===== src/rtl/mult_pkg.sv =====
// ============================================================================
// Module      : mult_pkg
// Description : Shared state encoding and sizing for the Booth multiplier.
// Revision    : 1.0 - initial release
// ============================================================================
`default_nettype none

package mult_pkg;

    typedef enum logic [1:0] {
        IDLE = 2'd0,
        RUN  = 2'd1,
        DONE = 2'd2
    } state_t;

    localparam int MULT_ITER = 32;
    localparam int ACC_W     = 33;

    function automatic logic [ACC_W-1:0] sext33(input logic [31:0] v);
        return {v[31], v};
    endfunction

endpackage

`default_nettype wire


===== src/rtl/booth_addsub33.sv =====
// ============================================================================
// Module      : booth_addsub33
// Description : 33-bit modular adder/subtractor, sum = a + (b ^ {33{sub}}) + sub.
// Revision    : 1.0 - initial release
// ============================================================================
`default_nettype none

module booth_addsub33
    import mult_pkg::*;
(
    input  logic [ACC_W-1:0] a,
    input  logic [ACC_W-1:0] b,
    input  logic             sub,
    output logic [ACC_W-1:0] sum
);

    logic [ACC_W-1:0] w_b_inv;

    assign w_b_inv = b ^ {ACC_W{sub}};
    assign sum     = a + w_b_inv + {{(ACC_W-1){1'b0}}, sub};

endmodule

`default_nettype wire


===== src/rtl/booth_mult_ctrl.sv =====
// ============================================================================
// Module      : booth_mult_ctrl
// Description : Radix-2 Booth 32x32 signed multiplier, 32 cycles per product.
//               Optional macro MULT_ZERO_BYPASS_EN: zero operands skip to DONE.
// Revision    : 1.0 - initial release
// ============================================================================
`default_nettype none

module booth_mult_ctrl
    import mult_pkg::*;
(
    input  logic        clock,
    input  logic        reset_n,
    input  logic        start,
    input  logic [31:0] op_a,
    input  logic [31:0] op_b,
    output logic        busy,
    output logic        result_rdy,
    output logic [31:0] result,
    output logic        overflow
);

    state_t           r_state;
    state_t           w_next;
    logic [31:0]      r_m;
    logic [ACC_W-1:0] r_acc;
    logic [31:0]      r_q;
    logic             r_q_m1;
    logic [4:0]       r_cnt;
    logic [31:0]      r_result;
    logic             r_overflow;

    logic             w_accept;
    logic             w_zero;
    logic             w_last;
    logic [ACC_W-1:0] w_sum;
    logic [ACC_W-1:0] w_acc_op;
    logic [ACC_W-1:0] w_acc_sh;
    logic [31:0]      w_q_sh;

    assign w_accept = start && ((r_state == IDLE) || (r_state == DONE));
    assign w_last   = (r_cnt == 5'(MULT_ITER - 1));

`ifdef MULT_ZERO_BYPASS_EN
    assign w_zero = (op_a == 32'd0) || (op_b == 32'd0);
`else
    assign w_zero = 1'b0;
`endif

    // {q[0], q_m1} = 10 subtracts M, 01 adds M, otherwise acc passes through.
    booth_addsub33 u_addsub (
        .a   (r_acc),
        .b   (sext33(r_m)),
        .sub (r_q[0]),
        .sum (w_sum)
    );

    assign w_acc_op = (r_q[0] ^ r_q_m1) ? w_sum : r_acc;
    assign w_acc_sh = {w_acc_op[ACC_W-1], w_acc_op[ACC_W-1:1]};
    assign w_q_sh   = {w_acc_op[0], r_q[31:1]};

    always_ff @(posedge clock or negedge reset_n) begin
        if (!reset_n) begin
            r_state <= IDLE;
        end else begin
            r_state <= w_next;
        end
    end

    always_comb begin
        w_next = r_state;
        case (r_state)
            IDLE: begin
                if (start) w_next = w_zero ? DONE : RUN;
            end
            RUN: begin
                if (w_last) w_next = DONE;
            end
            DONE: begin
                if (start) w_next = w_zero ? DONE : RUN;
                else       w_next = IDLE;
            end
            default: w_next = IDLE;
        endcase
    end

    always_ff @(posedge clock or negedge reset_n) begin
        if (!reset_n) begin
            r_m        <= 32'd0;
            r_acc      <= '0;
            r_q        <= 32'd0;
            r_q_m1     <= 1'b0;
            r_cnt      <= 5'd0;
            r_result   <= 32'd0;
            r_overflow <= 1'b0;
        end else if (w_accept) begin
            r_m    <= op_a;
            r_acc  <= '0;
            r_q    <= op_b;
            r_q_m1 <= 1'b0;
            r_cnt  <= 5'd0;
            if (w_zero) begin
                r_result   <= 32'd0;
                r_overflow <= 1'b0;
            end
        end else if (r_state == RUN) begin
            r_acc  <= w_acc_sh;
            r_q    <= w_q_sh;
            r_q_m1 <= r_q[0];
            r_cnt  <= r_cnt + 5'd1;
            if (w_last) begin
                // Product fits in 32 bits only if the upper 33 bits are pure sign extension.
                r_result   <= w_q_sh;
                r_overflow <= (w_acc_sh != {ACC_W{w_q_sh[31]}});
            end
        end
    end

    assign busy       = (r_state == RUN);
    assign result_rdy = (r_state == DONE);
    assign result     = r_result;
    assign overflow   = r_overflow;

endmodule

`default_nettype wire


===== config.mk =====
export PLATFORM = sky130hd
export DESIGN_NAME = booth_mult_ctrl
export DESIGN_NICKNAME = d
export VERILOG_FILES = /design/src/rtl/mult_pkg.sv /design/src/rtl/booth_addsub33.sv /design/src/rtl/booth_mult_ctrl.sv
export SDC_FILE = /design/constraint.sdc
export NUM_CORES = 1
export LEC_CHECK = 0
export BUFFER_PORTS_ARGS = -buffer_cell sky130_fd_sc_hd__buf_2
export CAP_MARGIN = 20
export CORE_MARGIN = 5
export CORE_UTILIZATION = 35
export DETAILED_ROUTE_END_ITERATION = 10
export SYNTH_ARGS = -nofsm -noshare
export SYNTH_HDL_FRONTEND = slang
export SYNTH_SLANG_ARGS = --single-unit
export TNS_END_PERCENT = 5

===== constraint.sdc =====
create_clock -name clock -period 4.45 [get_ports clock]
set_input_delay 0.2225 -clock clock [delete_from_list [all_inputs] [get_ports clock]]
set_output_delay 0.2225 -clock clock [all_outputs]
set_load 0.1 [all_outputs]

## After elaboration in Yosys (flattened, before gate mapping)

Cells that the tools add are included.

| storage, ports and cells | value |
|---|---|
| flip-flop bits (word level) | 138 |
| input port bits | 67 |
| output and inout port bits | 35 |

| operators by class | value |
|---|---|
| add/subtract/negate cells | 3 |
| eq/ne operators | 6 |
| multiplexer cells | 13 |
| bitwise logic cells | 3 |
| reductions and logical operators | 6 |

Operators with widths:

| kind | count |
|---|---|
| $mux W33 | 3 |
| $mux W32 | 2 |
| $add A33 B1 Y33 | 1 |
| $add A33 B33 Y33 | 1 |
| $ne A33 B33 Y1 | 1 |
| $xor A33 B33 Y33 | 1 |
| $mux W5 | 2 |
| $pmux W2 S3 | 1 |
| $add A5 B1 Y5 const B | 1 |
| $eq A5 B5 Y1 const B | 1 |
| $mux W2 | 2 |
| $mux W1 | 3 |
| $reduce_and A3 Y1 | 1 |
| $eq A2 B1 Y1 const B | 1 |
| $eq A2 B2 Y1 const B | 1 |
| $logic_not A2 Y1 | 1 |
| $ne A2 B1 Y1 const B | 1 |
| $ne A2 B2 Y1 const B | 1 |
| $reduce_and A2 Y1 | 1 |
| $reduce_bool A2 Y1 | 1 |
| $logic_and A1 B1 Y1 | 1 |
| $logic_or A1 B1 Y1 | 1 |
| $not A1 Y1 | 1 |
| $xor A1 B1 Y1 | 1 |

## Depth between registers and ports, before layout

Gate-level depths: netlist (run 1).

| depth | value |
|---|---|
| depth in word-level cells | 6 |
| gate-level depth with buffers | 15 |

## Modules after synthesis

Synthesis (run 1) repeated with hierarchy kept, for this count alone.

| second synthesis, totals | value |
|---|---|
| cell total of the unflattened synthesis | 891 |
| area total of the unflattened synthesis | 8,042.7 µm² |

Modules (own cells, without submodules):

| module | instances | cells an instance | area each (µm²) | seq. area each (µm²) |
|---|---|---|---|---|
| booth_mult_ctrl | 1 | 599 | 6,020.8 | 3,428.3 |
| booth_addsub33 | 1 | 292 | 2,021.9 | 0.0 |

## Worst setup path before layout (run 1)

Ideal clock, no wire load.

| path | value |
|---|---|
| path kind | register -> register |
| start | reg r_q[0] |
| end | reg r_overflow (netlist: overflow) |
| library setup time | 0.131 ns |
| data arrival time | 3.697 ns |
| data required time | 4.319 ns |
| path slack | 0.622 ns |
| stages on the path, launching flop included | 16 |
| path buffers | 3 |
| period minus slack after synthesis | 3.828 ns |
| path through | dfrtp_1 -> buf_2 -> buf_1 -> xor2_1 -> ha_1 -> buf_6 -> a211o_1 -> a2111oi_2 -> o31a_2 -> nor3_1 -> o31a_1 -> o31ai_2 -> nand4_1 -> or4b_1 -> mux2i_1 -> a31oi_1 |

| on the way | value |
|---|---|
| cells in the longest elaborated chain, start to end | 5 |
| elaborated cells between the ends (all ways) | 6 |
| those cells by class | 2 x add/sub; 1 x eq/ne; 1 x mux; 2 x bitwise |

RTL lines:

| item | line | text |
|---|---|---|
| start, declared | booth_mult_ctrl.sv:27 | `logic [31:0] r_q;` |
| start signal, assigned | booth_mult_ctrl.sv:99 | `r_q <= op_b;` |
| start signal, assigned | booth_mult_ctrl.sv:108 | `r_q <= w_q_sh;` |
| $xor A33 B33 Y33 | booth_addsub33.sv:19 | `assign w_b_inv = b ^ {ACC_W{sub}};` |
| $add A33 B33 Y33 | booth_addsub33.sv:20 | `assign sum = a + w_b_inv + {{(ACC_W-1){1'b0}}, sub};` |
| $add A33 B1 Y33 | booth_addsub33.sv:20 |  |
| $mux W33 (*) | booth_mult_ctrl.sv:58 | `assign w_acc_op = (r_q[0] ^ r_q_m1) ? w_sum : r_acc;` |
| $ne A33 B33 Y1 (*) | booth_mult_ctrl.sv:114 | `r_overflow <= (w_acc_sh != {ACC_W{w_q_sh[31]}});` |
| end signal, assigned | booth_mult_ctrl.sv:114 |  |
| end, declared | booth_mult_ctrl.sv:31 | `logic r_overflow;` |

Every way passes the cells marked *; elsewhere a longest branch is shown, timed or not.
A chain may end at the register's enable or synchronous reset.

## Worst setup path in the final report (run 1)

Same ends and word-level chain as after synthesis.

==> flow_metrics.env, run 1 <==
export IMPL_grt_ovfl_total=0
export IMPL_busiest_layer="met2"
export IMPL_drc_errors=0
export IMPL_slew_headroom_pct=41.6
export IMPL_synth_common_cells="nand2_1, dfrtp_1, a21oi_1"
export IMPL_synthAdderAreaFrac_pct=5.39
export IMPL_cts_clk_slew_worst_paths_ns=0.07
export IMPL_fin_nets=1125
export IMPL_fillCellCount=2328
export IMPL_dieArea_mm2=0.0268
export IMPL_synth_edf_count=0
export IMPL_h_tree_depth=4
export IMPL_grt_max_degree=66
export IMPL_syn_area_mm2=0.00826
export IMPL_worstPathRequired_ns=4.75
export IMPL_setup_viol=0
export IMPL_seq_area_frac_synth_pct=41.5
export IMPL_row_count=56
export IMPL_drt_iter0_markers=386
export IMPL_cts_sinks=137
export IMPL_status="complete, no violations"
export IMPL_antenna_found_initial=0
export IMPL_synth_top_cell_area_share_pct=41.5
export IMPL_rsz0062_at_grt="no"
export IMPL_synth_async_reset_ratio_pct=100
export IMPL_cp_data_arrival_time_ns=4.38
export IMPL_final_hold_viol_count=0
export IMPL_path_cells="buf_4 > xor2_1 > ha_1 > o21a_1 > a2111oi_2 > o31a_2 > nor3_1 > o31a_1 > o31ai_2 > nand4_1 > or4b_1 > mux2i_1 > a31oi_1"
export IMPL_synth_compound_area_share_pct=19.2
export IMPL_yosysMostFrequentCell="nand2_1"
export IMPL_ys_ff_latch=137
export IMPL_area_growth_pct=22.0
export IMPL_clock_path_buffers=2
export IMPL_viasPerCell=5.27
export IMPL_cp_start_kind="register"
export IMPL_drive_gt1_share_pct=19.1
export IMPL_syn_avg_cell_area_um2=9.17
export IMPL_crit_slowest_cell="dfrtp_2"
export IMPL_synth_warnings=0
export IMPL_grt_first_pass_wirelength_um=37900
export IMPL_cts_resized=0
export IMPL_synthMuxAreaShare_pct=5.50
export IMPL_clock_latency_ns=0.43
export IMPL_finalInstanceArea_mm2=0.0101
export IMPL_synth_top_family_by_area="compound AO/OA/AOI/OAI gates"
export IMPL_cpPeakStageDelay_ns=0.52
export IMPL_totalWireLength_um=22900
export IMPL_clock_root_buffer="clkbuf_16"
export IMPL_hpwl_um=15900
export IMPL_io_pins=102
export IMPL_endpoint_kind="register"
export IMPL_synth_xor_area_share_pct=5.30
export IMPL_grt_use_met2_pct=28.7
export IMPL_vias=7148
export IMPL_die_x_um=164
export IMPL_drv_slew=0
export IMPL_synthSimpleGateAreaFrac_pct=19.2
export IMPL_tns_ns=0
export IMPL_syn_inst=901
export IMPL_grt_pass1_vias=7356
export IMPL_wl_per_cell_um=16.9
export IMPL_critPathMaxFanout=11
export IMPL_min_path_type="in -> reg"
export IMPL_drv_cap=0
export IMPL_synth_largest_area_cell="dfrtp_1"
export IMPL_max_clock_freq_ghz=0.245
export IMPL_synth_net_count=1003
export IMPL_synthDistinctLibCells=77
export IMPL_gp_congestion=0.903
export IMPL_critPathKind="reg -> reg"
export IMPL_yosys_top_cells_area="dfrtp_1, nand2_1, ha_1, mux2_2, xor2_1"
export IMPL_initial_core_util_pct=35.4
export IMPL_cts_inserted_buffers=17
export IMPL_fin_skew_ns=0.00991
export IMPL_cts_tree="built"
export IMPL_ant_nets=0
export IMPL_ys_flop_type="dfrtp_1"
export IMPL_fin_crit_ns=4.08
export IMPL_dpl_instance_area_mm2=0.00904
export IMPL_grt_util_met3_pct=4.90
export IMPL_drt_pass1_iter_count=5
export IMPL_tightest_slew_ns=0.874
export IMPL_track_usage_pct=17.5
export IMPL_fin_crit_sh_pct=91.7
export IMPL_core_area_mm2=0.0233
export IMPL_io_buffers=101
export IMPL_dieHeight_um=164
export IMPL_use_met1_pct=22.9
## worst paths after layout
| kind | from | endpoint | slack (ns) | cells past startpoint |
|---|---|---|---|---|
| hold reg to reg | r_m[3] | r_m[3] | 0.50 | 2 |
| setup / recovery | r_q[0] | overflow | 0.37 | 13 |
| setup reg to reg | r_q[0] | overflow | 0.37 | 13 |
| min in group asynchronous | reset_n | r_m[18] | 0.36 | 2 |
| max in group asynchronous | reset_n | r_q[0] | 3.10 | 3 |
| hold / removal | op_a[31] | r_m[31] | 0.002 | 3 |
## worst max-delay path: cells and delay by family (launching register included)
kind | cells | cell delay (ns)
AND/OR/NAND/NOR | 3 | 0.69
flip-flops | 1 | 0.52
buffers and inverters | 1 | 0.27
multiplexers | 1 | 0.15
adder cells (fa/ha/maj) | 1 | 0.36
AO/OA/AOI/OAI | 6 | 1.75
XOR/XNOR | 1 | 0.20
## repair_timing
item / in CTS / in global routing
hold endpoints to repair: 101 / 1
buffers inserted: 0 / 0
setup endpoints to repair: 0 / 0
hold buffers: 41 / 1
## logic make-up after synthesis
| logic type | after synthesis |
|---|---|
| xor+xnor | 50 |
| mux | 41 |
| simple gates | 346 |
| compound gates | 229 |
| fa+ha+maj | 35 |
| buf+inv | 63 |
| flops | 137 |
## area by class of cell
type / instances / area, µm² / share of cell area [%]
clock buffers: 17 / 425 / 4.22
diodes: 1 / 2.50 / 0.0248
clock inverters: 15 / 191 / 1.90
multi-input cells: 701 / 4550 / 45.1
well taps: 319 / 399 / 3.96
inverters: 10 / 37.5 / 0.372
flip-flops and latches: 137 / 3430 / 34.0
repair buffers: 156 / 1040 / 10.3
## flip-flops by register name (all words and copies together) (netlist names)
register / count
r_state: 2
overflow: 1
r_q: 32
r_q_m1: 1
result: 32
r_m: 32
r_acc: 32
r_cnt: 5
## per-stage QoR
stage	hold WS (ns)	util [%]	setup slack, ns	instances
floorplan	-0.0731	-	0.622	901
global placement	0.257	38.7	0.410	1281
detailed placement	0.257	38.7	0.392	1281
CTS	0.000133	43.1	0.374	1354
global route	0.00370	43.2	0.0831	1355
finish	0.00220	43.2	0.370	1356
## per-layer routing
layer	vias up	wire length (µm)
met3	27	1330
li1	3481	-
met1	3466	10400
met5	-	0
met4	0	274
met2	174	10800
## cells in the final DEF, fill, tap and decap left out, drive strengths merged, types with 6 or more instances in the layout
cell	count
a21o	11
a21oi	50
a22o	31
a22oi	33
a31oi	10
buf	114
clkbuf	17
clkinv	7
dfrtp	137
dlygate4sd3	42
ha	34
inv	18
mux2	32
mux2i	9
nand2	215
nand3	14
nand4	14
nor2	36
nor3	12
nor4	9
o211ai	6
o21a	9
o21ai	39
o31ai	7
xnor2	10
xor2	40
Power of run 1 is left out: the tool's default activity adds up to more than one toggle a clock period on the data nets, which glitch-free logic cannot reach.
==> run 2, diff against run 1 <==
==> constraint.sdc (replaced) <==
create_clock -name clock -period 4.45 [get_ports clock]
set_input_delay 0.89 -clock clock [delete_from_list [all_inputs] [get_ports clock]]
set_output_delay 0.89 -clock clock [all_outputs]
set_load 0.1 [all_outputs]
==> run 2 against run 1 <==
- final area fell by 3.7%
- hold slack improved by 0.49 ns
- clock-buffer cell count did not move
- worst setup slack improved by 0.17 ns
- die area did not move
- sequential share of layout area rose by 1.3 points
- critical path type unchanged
- sequential cell count did not move
- critical endpoint unchanged
==> flow_metrics.env, run 2 (synthesis gave the netlist of run 1 again) <==
export IMPL_cts_clk_slew_worst_paths_ns=0.07
export IMPL_grt_max_degree=98
export IMPL_min_from="r_cnt[3]"
export IMPL_min_path_type="reg -> reg"
export IMPL_r2r_cells=13
export IMPL_rrSetupSlack_ns=0.54
export IMPL_crit_slowest_cell="a21boi_1"
export IMPL_finalInstanceArea_mm2=0.00970
export IMPL_max_clock_freq_ghz=0.256
export IMPL_hpwl_um=16100
export IMPL_worstPathRequired_ns=4.75
export IMPL_ant_nets=0
export IMPL_grt_ovfl_total=0
export IMPL_final_hold_viol_count=0
export IMPL_wl_per_cell_um=17.3
export IMPL_tightest_slew_ns=0.942
export IMPL_area_growth_pct=17.5
export IMPL_slew_headroom_pct=37.2
export IMPL_rsz0062_at_grt="no"
export IMPL_fin_crit_ns=3.91
export IMPL_clock_latency_ns=0.43
export IMPL_drv_slew=0
export IMPL_drt_pass1_iter_count=5
export IMPL_totalWireLength_um=22700
export IMPL_clock_path_buffers=2
export IMPL_gp_congestion=0.900
export IMPL_critPathMaxFanout=21
export IMPL_hold_end="r_cnt[3]"
export IMPL_setup_viol=0
export IMPL_io_pins=102
export IMPL_track_usage_pct=17.2
export IMPL_antenna_cells=0
export IMPL_drv_cap=0
export IMPL_viasPerCell=5.36
export IMPL_fin_ws_ns=0.540
export IMPL_critPathKind="reg -> reg"
export IMPL_cp_data_arrival_time_ns=4.21
export IMPL_h_tree_depth=4
export IMPL_dieArea_mm2=0.0268
export IMPL_min_path_cells=1
export IMPL_timing_rr_end="overflow"
export IMPL_tns_ns=0
export IMPL_path_cells="buf_12 > xor2_1 > ha_1 > a21oi_1 > o211ai_1 > a21boi_1 > a21boi_0 > o31ai_1 > nand3_1 > nor4b_1 > nand4b_1 > a221oi_1 > a31oi_1"
export IMPL_cts_inserted_buffers=17
export IMPL_core_area_mm2=0.0233
export IMPL_cts_hold_buf=0
export IMPL_crit_family="compound AO/OA/AOI/OAI gates"
export IMPL_grt_first_pass_wirelength_um=37100
export IMPL_cp_start_kind="register"
export IMPL_rr_startpoint="r_q[0]"
export IMPL_cts_resized=0
export IMPL_ff_latch_area_mm2=0.00343
export IMPL_post_cts_buffers=0
export IMPL_vias=7040
export IMPL_layout_commonest_cell="nand2_1"
export IMPL_cts_sinks=137
export IMPL_holdWs_ns=0.490
export IMPL_endpoint_kind="register"
export IMPL_fillCellCount=2282
export IMPL_die_x_um=164
export IMPL_fin_skew_ns=0.0121
export IMPL_dpl_instance_area_mm2=0.00906
export IMPL_most_common_layout_cells="nand2_1, dfrtp_1, buf_2, a21oi_1, xor2_1"
export IMPL_cts_tree="built"
export IMPL_grt_pass1_vias=7145
export IMPL_dieHeight_um=164
export IMPL_drt_iter0_markers=452
export IMPL_fin_nets=1084
export IMPL_status="complete, no violations"
export IMPL_cpPeakStageDelay_ns=0.47
export IMPL_fin_crit_sh_pct=87.9
export IMPL_io_buffers=101
export IMPL_place_ws_ns=0.643
export IMPL_path_buf_inv=1
export IMPL_drive_gt1_share_pct=20.0
export IMPL_initial_core_util_pct=35.4
export IMPL_multi_input_area_mm2=0.00455
export IMPL_drc_errors=0
export IMPL_clock_root_buffer="clkbuf_16"
export IMPL_antenna_found_initial=1
export IMPL_row_count=56
==> run 2: routing by layer <==
layer	up-vias	GRT usage [%]	part of all wire [%]
met3	32	5.37	6.8
met2	181	28.2	47
met4	2	3.66	1.3
li1	3389	-	-
met5	-	0	0.057
met1	3436	22.4	45
==> run 2: cell type report <==
type	count	area share, %
clock buffer	17	4.38
clock inverter	15	2.27
inverter	10	0.387
multi-input combinational	701	46.9
sequential	137	35.3
tap	319	4.11
timing repair buffer	115	6.62
==> run 2: worst max path at each step <==
| stage | from | to | slack, ns | depth (start not counted) |
|---|---|---|---|---|
| 6_report | r_q[0] | overflow | 0.54 | 13 |
| 5_1_grt | r_q[0] | overflow | 0.32 | 13 |
| 4_1_cts | r_q[0] | overflow | 0.62 | 13 |
| 3_5_place_dp | r_q[0] | overflow | 0.64 | 13 |
| 3_3_place_gp | r_q[0] | overflow | 0.65 | 13 |
| 2_1_floorplan | r_q[0] | overflow | 0.62 | 15 |
==> run 2: through the flow <==
step	std cells	util (%)
finish	1314	41.6
global route	1314	41.6
CTS	1314	41.6
detailed placement	1282	38.8
global placement	1282	38.8
floorplan	901	-
Power of run 2 is left out for the same reason.
==> run 3, diff against run 2 <==
- CORE_ASPECT_RATIO: unset -> 0.8
==> run 3 against run 2 <==
- worst setup slack worse by 0.040 ns
- wire length decreased by 1.2%
- critical endpoint unchanged
- final cell count decreased by 0.61%
- via count is 0.21% higher
- clock-buffer cell count unchanged
- largest cell class unchanged
- highest routed layer is now met4
- global-route usage fell by 0.36 points
==> flow_metrics.env, run 3 (synthesis gave the netlist of run 1 again) <==
export IMPL_critPathKind="reg -> reg"
export IMPL_io_buffers=101
export IMPL_clock_root_buffer="clkbuf_16"
export IMPL_io_pins=102
export IMPL_min_path_type="in -> async"
export IMPL_fin_crit_sh_pct=88.8
export IMPL_fillCellCount=2275
export IMPL_totalWireLength_um=22400
export IMPL_most_common_layout_cells="nand2_1, dfrtp_1, buf_2, a21oi_1, xor2_1"
export IMPL_initial_core_util_pct=35.4
export IMPL_row_count=50
export IMPL_holdWs_ns=0.413
export IMPL_setup_viol=0
export IMPL_cts_tree="built"
export IMPL_drive_gt1_share_pct=19.9
export IMPL_antenna_cells=0
export IMPL_fin_nets=1083
export IMPL_tns_ns=0
export IMPL_cpPeakStageDelay_ns=0.47
export IMPL_fin_skew_ns=0.0150
export IMPL_rsz0062_at_grt="no"
export IMPL_post_cts_buffers=0
export IMPL_cp_start_kind="register"
export IMPL_grt_first_pass_wirelength_um=36800
export IMPL_final_hold_viol_count=0
export IMPL_track_usage_pct=16.8
export IMPL_ant_nets=0
export IMPL_grt_ovfl_total=0
export IMPL_multi_input_area_mm2=0.00455
export IMPL_max_clock_freq_ghz=0.253
export IMPL_dieHeight_um=147
export IMPL_h_tree_depth=4
export IMPL_cts_clk_slew_worst_paths_ns=0.08
export IMPL_worstPathRequired_ns=4.74
export IMPL_slew_headroom_pct=40.3
export IMPL_grt_max_degree=82
export IMPL_critPathMaxFanout=24
export IMPL_tightest_slew_ns=0.895
export IMPL_drv_cap=0
export IMPL_post_route_util_pct=41.5
export IMPL_fin_crit_ns=3.95
export IMPL_crit_slowest_cell="a21boi_1"
export IMPL_layout_commonest_cell="nand2_1"
export IMPL_dieArea_mm2=0.0268
export IMPL_vias=7055
export IMPL_cp_data_arrival_time_ns=4.24
export IMPL_clock_path_buffers=2
export IMPL_hpwl_um=15600
export IMPL_drc_errors=0
export IMPL_r2r_cells=13
export IMPL_path_cells="buf_12 > xor2_1 > ha_1 > a21oi_1 > o211ai_1 > a21boi_1 > a21boi_0 > o31ai_1 > nand3_1 > nor4b_1 > nand4b_1 > a221oi_1 > a31oi_1"
export IMPL_dp_cells=1274
export IMPL_drt_iter0_markers=564
export IMPL_drv_slew=0
export IMPL_area_growth_pct=17.2
export IMPL_die_x_um=182
export IMPL_ff_latch_area_mm2=0.00343
export IMPL_antenna_found_initial=1
export IMPL_drt_pass1_iter_count=5
export IMPL_cts_hold_buf=0
export IMPL_cts_sinks=137
export IMPL_cts_resized=0
export IMPL_status="complete, no violations"
export IMPL_endpoint_kind="register"
export IMPL_viasPerCell=5.40
export IMPL_core_area_mm2=0.0233
export IMPL_final_cells=1306
export IMPL_grt_pass1_vias=6916
export IMPL_clock_latency_ns=0.44
export IMPL_wl_per_cell_um=17.2
export IMPL_cts_inserted_buffers=17
export IMPL_gp_congestion=0.893
## run 3: final timing paths
| check | slack (ns) | start | end |
|---|---|---|---|
| worst max-delay path | 0.50 | r_q[0] | overflow |
| worst min register to register | 0.50 | r_m[7] | r_m[7] |
| min in group clock | 0.50 | r_m[7] | r_m[7] |
| worst max register to register | 0.50 | r_q[0] | overflow |
| max in group asynchronous | 3.19 | reset_n | r_q[0] |
| worst min-delay path | 0.41 | reset_n | r_acc[19] |
## run 3: layout make-up
type	count	area share, %
clock inverters	15	2.04
flip-flops and latches	137	35.4
multi-input cells	701	47.0
repair buffers	114	6.68
clock buffers	17	4.40
inverters	10	0.388
well taps	312	4.03
## run 3: layer usage
layer | global-route usage [%] | wire length [µm] | up-vias
li1 | - | - | 3398
met1 | 24.7 | 10900 | 3432
met2 | 24.9 | 9780 | 197
met3 | 4.01 | 1420 | 28
met4 | 4.50 | 323 | 0
met5 | 0 | 0 | -
## run 3: stage by stage
stage / worst slack, ns / area (µm²)
final: 0.500 / 9680
after global routing: 0.196 / 9680
after CTS: 0.505 / 9680
after detailed placement: 0.532 / 9050
after global placement: 0.555 / 9050
after floorplan: 0.622 / 8260
## run 3: critical path, delay by kind of cell (launching register included)
family | cells | cell delay [ns]
fa+ha+maj | 1 | 0.35
buf+inv | 1 | 0.18
xor+xnor | 1 | 0.17
compound gates | 7 | 2.12
flops | 1 | 0.42
simple gates | 3 | 0.56
Power of run 3 is left out for the same reason.
